**src/rtl/spi_pkg.sv**
```systemverilog
// Shared SPI definitions: command opcodes, upload source IDs and the state
// encodings used by the SPI master and slave handlers.
package spi_pkg;

  localparam logic [7:0] CMD_SPI_WRITE      = 8'h13;
  localparam logic [7:0] CMD_SPI_SLAVE_LOAD = 8'h14;
  localparam logic [7:0] SRC_SPI_MASTER     = 8'h03;
  localparam logic [7:0] SRC_SPI_SLAVE      = 8'h14;

  typedef enum logic [1:0] {
    ST_IDLE,
    ST_LOAD,
    ST_XFER
  } main_state_t;

  typedef enum logic [1:0] {
    UP_IDLE,
    UP_SEND,
    UP_WAIT
  } up_state_t;

  function automatic logic [7:0] sat_inc8(input logic [7:0] v);
    return (v == 8'hFF) ? v : v + 8'd1;
  endfunction

endpackage

```
**src/rtl/spi_slave_core.sv**
```systemverilog
// SPI mode-0 slave shifter: input synchronisers, SCLK edge detection and the
// MOSI/MISO shift registers with their bit and byte counters.
module spi_slave_core
  import spi_pkg::*;
(
  input  logic       clk,
  input  logic       rst_n,
  input  logic       spi_sclk,
  input  logic       spi_cs_n,
  input  logic       spi_mosi,
  input  logic       xfer_start,
  input  logic       xfer_active,
  input  logic [7:0] tx_byte,
  output logic       cs_sync,
  output logic [7:0] byte_cnt,
  output logic [7:0] rx_byte,
  output logic       rx_strobe,
  output logic       spi_miso,
  output logic       spi_miso_oe
);

  logic       sclk_meta, sclk_s, sclk_d;
  logic       cs_meta, cs_s;
  logic       mosi_meta, mosi_s;
  logic [2:0] bit_cnt;
  logic [7:0] rx_shift;
  logic [7:0] tx_shift;
  logic       sclk_rise, sclk_fall;
  logic       run, stop, wrap;

  always_ff @(posedge clk or negedge rst_n) begin
    if (!rst_n) begin
      sclk_meta <= 1'b0;
      sclk_s    <= 1'b0;
      sclk_d    <= 1'b0;
      cs_meta   <= 1'b1;
      cs_s      <= 1'b1;
      mosi_meta <= 1'b0;
      mosi_s    <= 1'b0;
    end else begin
      sclk_meta <= spi_sclk;
      sclk_s    <= sclk_meta;
      sclk_d    <= sclk_s;
      cs_meta   <= spi_cs_n;
      cs_s      <= cs_meta;
      mosi_meta <= spi_mosi;
      mosi_s    <= mosi_meta;
    end
  end

  assign cs_sync   = cs_s;
  assign sclk_rise = sclk_s & ~sclk_d;
  assign sclk_fall = ~sclk_s & sclk_d;
  assign run       = xfer_active & ~cs_s;
  assign stop      = xfer_active & cs_s;
  assign wrap      = run & sclk_rise & (bit_cnt == 3'd7);

  always_ff @(posedge clk or negedge rst_n) begin
    if (!rst_n) begin
      bit_cnt     <= 3'd0;
      byte_cnt    <= 8'd0;
      rx_strobe   <= 1'b0;
      spi_miso    <= 1'b1;
      spi_miso_oe <= 1'b0;
    end else begin
      rx_strobe <= wrap;
      if (xfer_start) begin
        bit_cnt     <= 3'd0;
        byte_cnt    <= 8'd0;
        spi_miso    <= tx_byte[7];
        spi_miso_oe <= 1'b1;
      end else if (stop) begin
        // a partial byte is simply abandoned: no strobe is raised for it
        bit_cnt     <= 3'd0;
        spi_miso    <= 1'b1;
        spi_miso_oe <= 1'b0;
      end else if (run) begin
        if (sclk_rise) begin
          bit_cnt <= bit_cnt + 3'd1;
          if (bit_cnt == 3'd7) byte_cnt <= sat_inc8(byte_cnt);
        end else if (sclk_fall) begin
          // bit_cnt already counts the rising edge just seen; 0 means a fresh byte
          spi_miso <= tx_shift[3'd7 - bit_cnt];
        end
      end
    end
  end

  always_ff @(posedge clk) begin
    if (xfer_start || wrap) tx_shift <= tx_byte;
    if (run && sclk_rise) rx_shift <= {rx_shift[6:0], mosi_s};
    if (wrap) rx_byte <= {rx_shift[6:0], mosi_s};
  end

endmodule

```
**src/rtl/spi_slave_handler.sv**
```systemverilog
// SPI slave handler: preloaded response buffer shifted out on MISO, received
// bytes queued in an RX FIFO and drained through the upload interface.
module spi_slave_handler #(
  parameter int         BUFFER_SIZE        = 32,
  parameter logic [7:0] CMD_SPI_SLAVE_LOAD = spi_pkg::CMD_SPI_SLAVE_LOAD,
  parameter logic [7:0] UPLOAD_SOURCE      = spi_pkg::SRC_SPI_SLAVE,
  parameter logic [7:0] FILL_BYTE          = 8'hFF
) (
  input  logic        clk,
  input  logic        rst_n,
  input  logic [7:0]  cmd_type,
  input  logic [15:0] cmd_length,
  input  logic [7:0]  cmd_data,
  input  logic [15:0] cmd_data_index,
  input  logic        cmd_start,
  input  logic        cmd_data_valid,
  input  logic        cmd_done,
  output logic        cmd_ready,
  input  logic        spi_sclk,
  input  logic        spi_cs_n,
  input  logic        spi_mosi,
  output logic        spi_miso,
  output logic        spi_miso_oe,
  output logic        rx_overflow,
  output logic        upload_active,
  output logic        upload_req,
  output logic [7:0]  upload_data,
  output logic [7:0]  upload_source,
  output logic        upload_valid,
  input  logic        upload_ready
);

  import spi_pkg::*;

  localparam int AW = $clog2(BUFFER_SIZE);
  localparam int LW = AW + 1;

  main_state_t state, state_nxt;
  up_state_t   up_state, up_state_nxt;

  logic [7:0]    tx_buf [BUFFER_SIZE];
  logic [LW-1:0] tx_len;
  logic [7:0]    tx_idx;
  logic [7:0]    tx_byte;

  logic          cs_sync;
  logic [7:0]    byte_cnt;
  logic [7:0]    rx_byte;
  logic          rx_strobe;
  logic          xfer_start;
  logic          xfer_active;

  logic [7:0]    fifo_mem [BUFFER_SIZE];
  logic [AW:0]   wr_ptr, rd_ptr;
  logic          fifo_empty, fifo_full;
  logic          push_ok, pop;

  // Main FSM: selection wins over a new preload, but never interrupts one.
  always_ff @(posedge clk or negedge rst_n) begin
    if (!rst_n) state <= ST_IDLE;
    else        state <= state_nxt;
  end

  always_comb begin
    state_nxt = state;
    unique case (state)
      ST_IDLE: begin
        if (!cs_sync) state_nxt = ST_XFER;
        else if (cmd_start && cmd_type == CMD_SPI_SLAVE_LOAD) state_nxt = ST_LOAD;
      end
      ST_LOAD: if (cmd_done) state_nxt = ST_IDLE;
      ST_XFER: if (cs_sync) state_nxt = ST_IDLE;
      default: state_nxt = ST_IDLE;
    endcase
  end

  assign cmd_ready   = (state != ST_XFER);
  assign xfer_start  = (state == ST_IDLE) && !cs_sync;
  assign xfer_active = (state == ST_XFER);

  always_ff @(posedge clk or negedge rst_n) begin
    if (!rst_n) begin
      tx_len <= '0;
    end else if (state == ST_LOAD && cmd_done) begin
      tx_len <= (cmd_length >= 16'(BUFFER_SIZE)) ? LW'(BUFFER_SIZE) : cmd_length[AW:0];
    end
  end

  always_ff @(posedge clk) begin
    if (state == ST_LOAD && cmd_data_valid && cmd_data_index < 16'(BUFFER_SIZE))
      tx_buf[cmd_data_index[AW-1:0]] <= cmd_data;
  end

  // On entry the core loads byte 0; afterwards it reloads the byte that follows byte_cnt.
  assign tx_idx  = (state == ST_IDLE) ? 8'd0 : sat_inc8(byte_cnt);
  assign tx_byte = ({1'b0, tx_idx} < 9'(tx_len)) ? tx_buf[tx_idx[AW-1:0]] : FILL_BYTE;

  spi_slave_core u_core (
    .clk         (clk),
    .rst_n       (rst_n),
    .spi_sclk    (spi_sclk),
    .spi_cs_n    (spi_cs_n),
    .spi_mosi    (spi_mosi),
    .xfer_start  (xfer_start),
    .xfer_active (xfer_active),
    .tx_byte     (tx_byte),
    .cs_sync     (cs_sync),
    .byte_cnt    (byte_cnt),
    .rx_byte     (rx_byte),
    .rx_strobe   (rx_strobe),
    .spi_miso    (spi_miso),
    .spi_miso_oe (spi_miso_oe)
  );

  // RX FIFO: a pop in the same cycle frees the slot a push into a full FIFO needs.
  assign fifo_empty = (wr_ptr == rd_ptr);
  assign fifo_full  = (wr_ptr[AW] != rd_ptr[AW]) && (wr_ptr[AW-1:0] == rd_ptr[AW-1:0]);
  assign push_ok    = rx_strobe && (!fifo_full || pop);

  always_ff @(posedge clk or negedge rst_n) begin
    if (!rst_n) begin
      wr_ptr      <= '0;
      rd_ptr      <= '0;
      rx_overflow <= 1'b0;
    end else begin
      rx_overflow <= rx_strobe && fifo_full && !pop;
      if (push_ok) wr_ptr <= wr_ptr + 1'b1;
      if (pop)     rd_ptr <= rd_ptr + 1'b1;
    end
  end

  always_ff @(posedge clk) begin
    if (push_ok) fifo_mem[wr_ptr[AW-1:0]] <= rx_byte;
  end

  // Upload FSM: one byte per three cycles, strobe lasts exactly one cycle.
  always_comb begin
    up_state_nxt = up_state;
    pop          = 1'b0;
    unique case (up_state)
      UP_IDLE: begin
        if (!fifo_empty && upload_ready) begin
          pop          = 1'b1;
          up_state_nxt = UP_SEND;
        end
      end
      UP_SEND: up_state_nxt = UP_WAIT;
      UP_WAIT: up_state_nxt = UP_IDLE;
      default: up_state_nxt = UP_IDLE;
    endcase
  end

  always_ff @(posedge clk or negedge rst_n) begin
    if (!rst_n) begin
      up_state     <= UP_IDLE;
      upload_req   <= 1'b0;
      upload_valid <= 1'b0;
      upload_data  <= 8'h00;
    end else begin
      up_state <= up_state_nxt;
      if (pop) begin
        upload_req   <= 1'b1;
        upload_valid <= 1'b1;
        upload_data  <= fifo_mem[rd_ptr[AW-1:0]];
      end else begin
        upload_valid <= 1'b0;
        if (up_state == UP_WAIT) upload_req <= 1'b0;
      end
    end
  end

  assign upload_active = !fifo_empty || (up_state != UP_IDLE);
  assign upload_source = UPLOAD_SOURCE;

endmodule

```
**config.mk**
```make
export PLATFORM = sky130hd
export DESIGN_NAME = spi_slave_handler
export DESIGN_NICKNAME = d
export VERILOG_FILES = /design/src/rtl/spi_pkg.sv /design/src/rtl/spi_slave_core.sv /design/src/rtl/spi_slave_handler.sv
export SDC_FILE = /design/constraint.sdc
export NUM_CORES = 1
export LEC_CHECK = 0
export ABC_AREA = 1
export BUFFER_PORTS_ARGS = -buffer_cell sky130_fd_sc_hd__buf_2
export CAP_MARGIN = 20
export CELL_PAD_IN_SITES_DETAIL_PLACEMENT = 1
export CELL_PAD_IN_SITES_GLOBAL_PLACEMENT = 1
export CORE_ASPECT_RATIO = 2
export CORE_MARGIN = 2
export CORE_UTILIZATION = 55
export CTS_CLUSTER_SIZE = 8
export DETAILED_ROUTE_END_ITERATION = 8
export GPL_ROUTABILITY_DRIVEN = 0
export PLACE_DENSITY = 0.94
export SLEW_MARGIN = 20
export SYNTH_ARGS = -nofsm -noshare
export SYNTH_HDL_FRONTEND = slang
export SYNTH_SLANG_ARGS = --single-unit
```
**constraint.sdc**
```tcl
create_clock -name clk -period 5.1 [get_ports clk]
set_clock_uncertainty 0.1 [all_clocks]
set_input_delay 0.765 -clock clk [delete_from_list [all_inputs] [get_ports clk]]
set_output_delay 0.765 -clock clk [all_outputs]
set_load 0.005 [all_outputs]
```
==> results.sh <==
export IMPL_synth_flop_cell="edfxtp_1"
export IMPL_setup_ws_ns=0.922
export IMPL_pre_cts_slack_ns=1.25
export IMPL_cts_max_level=3
export IMPL_worstPathMaxFanout=53
export IMPL_grtUsageTotal_pct=36.0
export IMPL_cts_setup_buffers=0
export IMPL_ys_types=47
export IMPL_antenna_found_initial=1
export IMPL_worst_slew_pin_slew_ns=1.15
export IMPL_drt_iter0_markers=1820
export IMPL_synth_area_sq_um=24000
export IMPL_fill_cells=4151
export IMPL_setup_tns_ns=0
export IMPL_maxSlewViolCount=0
export IMPL_peakVddDrop_mv=0.442
export IMPL_grt_max_degree=83
export IMPL_hold_viol_final=0
export IMPL_setup_viol=0
export IMPL_worstPathRequired_ns=5.33
export IMPL_timing_slew_headroom_pct=22.7
export IMPL_yosysSeqAreaShare_pct=72.7
export IMPL_vias=17400
export IMPL_die_area_sq_um=45400
export IMPL_clkSinkCount=589
export IMPL_drive_gt1_share_pct=10.4
export IMPL_vias_per_cell=6.67
export IMPL_grt_pass1_wl_um=118000
export IMPL_maxCapViolations=0
export IMPL_outcome="completed"
export IMPL_pin_count=80
export IMPL_wl_per_cell_um=31.0
export IMPL_syn_to_final_growth_pct=13.0
export IMPL_power_leakage_nw=9.48
export IMPL_instances_no_fill=2613
export IMPL_drt_pass1_iterations=6
export IMPL_min_period_ns=4.18
export IMPL_io_buffer_count=71
export IMPL_yosys_warnings=0
export IMPL_grt_setup_unrepaired="false"
export IMPL_chipHeight_um=299
export IMPL_fp_dieW_um=152
export IMPL_post_route_period_util_pct=81.9
export IMPL_final_util_pct=62.7
export IMPL_pwr_density_cell_nw_per_um2=481
export IMPL_drc=0
export IMPL_cts_tree="yes"
export IMPL_mostFrequentLayoutCell="edfxtp_1"
export IMPL_synth_edff_count=535
export IMPL_async_reset_ff_share_pct=9.17
export IMPL_num_rows=108
export IMPL_ctsLongestPathBuffers=3
export IMPL_layout_common_cells="edfxtp_1 (535), nor2_1 (376), o21ai_0 (234), nand2_1 (161), nand3_1 (101)"
export IMPL_cts_resized=0
export IMPL_arrival_ns=4.41
export IMPL_root_buffer="clkbuf_16"
export IMPL_hpwl_um=48900
export IMPL_start_util_pct=55.4
export IMPL_ys_ff_latch=589
export IMPL_holdBufCountCts=0
export IMPL_core_sq_um=43200
export IMPL_path_class="flip-flop to flip-flop"
export IMPL_dp_cells=2469
export IMPL_nets=2077
export IMPL_ant_nets=0
export IMPL_grt_pass1_vias=19000
export IMPL_clk_pin_slew_ns=0.05
export IMPL_endpoint_kind="flip-flop"
export IMPL_hold_class="input pin to flip-flop"
export IMPL_cts_buffers=83
export IMPL_overflow=0
export IMPL_syn_instance_count=1933
export IMPL_drt_wl_total_um=81100
export IMPL_hold_slack_ns=0.170
export IMPL_clock_fmax_mhz=239
export IMPL_syn_area_per_cell_sq_um=12.4
export IMPL_insertion_delay_ns=0.62
export IMPL_critPathLaunchType="flip-flop"
## power breakdown
group	leakage (nW)	internal [mW]	switching, mW
clock network	1.14	3.04	2.12
logic	2.88	0.616	1.79
registers	5.47	5.34	0.141
## cell usage after synthesis (all sizes together) (3+ instances only)
cell type / count / area share, %
dfstp: 3 / 0.33
xnor2: 9 / 0.33
o211ai: 16 / 0.50
a21oi: 12 / 0.30
nand2: 166 / 2.7
clkbuf: 60 / 0.94
nand4: 21 / 0.55
edfxtp: 535 / 67
buf: 50 / 1.3
inv: 86 / 1.3
o221ai: 51 / 1.9
o21ai: 283 / 5.9
o22ai: 45 / 1.2
clkinv: 4 / 0.068
nor2: 384 / 6.1
ha: 13 / 0.68
dfrtp: 51 / 5.3
xor2: 9 / 0.33
nand3: 105 / 2.3
nor4: 7 / 0.18
nand3b: 6 / 0.19
## cell families (layout without fill, tap and decap cells)
group	after synthesis	count (layout)	synth area share [%]
fa+ha+maj	13	13	0.679
xor+xnor	18	18	0.658
flops	589	589	72.7
buf+inv	200	323	3.70
other cells	2	9	0.0313
compound gates	417	417	10.1
simple gates	694	694	12.2
## per-stage QoR
step / cell area, sq um / total power [mW]
3_3_place_gp: 24600 / 7.55
2_1_floorplan: 24000 / 6.89
4_1_cts: 27000 / 12.9
3_5_place_dp: 24700 / 7.74
5_1_grt: 27100 / 13.4
6_report: 27100 / 13.0
## registers in the layout, indices dropped and copies added (netlist names), 3 cells and up
register / count
fifo_mem: 256
rd_ptr: 6
tx_buf: 256
tx_len: 6
u_core.bit_cnt: 3
u_core.byte_cnt: 8
u_core.rx_byte: 8
u_core.rx_shift: 7
u_core.tx_shift: 8
upload_data: 8
wr_ptr: 6
## metal layers
layer,share of wire [%],GRT usage [%],vias to the layer above
met5,0.016,0,-
met3,7.2,7.20,497
li1,-,-,7132
met1,30,35.9,8552
met4,11,32.6,2
met2,52,61.6,1246
## critical path: stages, from the launching register on
cell	delay [ns]
dfrtp_1	0.48
ha_1	0.27
nand2_1	0.13
nor2_4	0.24
nand2_4	0.13
nand2_1	0.11
inv_1	0.08
nor2_2	0.54
inv_2	0.62
nor2_1	0.29
o21ai_1	0.13
nand3_1	0.22
nand2_1	0.24
nand2_1	0.17
nand3_1	0.10
## path summary, 6_finish.rpt
kind	startpoint	endpoint	cells past startpoint	slack, ns
hold reg to reg	u_core.cs_meta	u_core.cs_sync	0	0.26
min in group asynchronous	rst_n	upload_valid	2	0.20
max in group asynchronous	rst_n	rd_ptr[0]	2	4.02
setup reg to reg	u_core.byte_cnt[0]	u_core.tx_shift[4]	14	0.92
setup / recovery	u_core.byte_cnt[0]	u_core.tx_shift[4]	14	0.92
hold / removal	spi_cs_n	u_core.cs_meta	1	0.17
## final cells by class
type                       count  area [sq um]  share of cell area (%)
sequential                   589         17400                    64.3
multi-input combinational   1150          5690                    21.0
clock buffer                 132          2260                    8.34
tap                          550           688                    2.54
timing repair buffer          93           576                    2.12
inverter                      90           340                    1.26
clock inverter                 8           111                   0.411
antenna                        1          2.50                 0.00924
No activity file was read; power rests on OpenSTA's default activity.
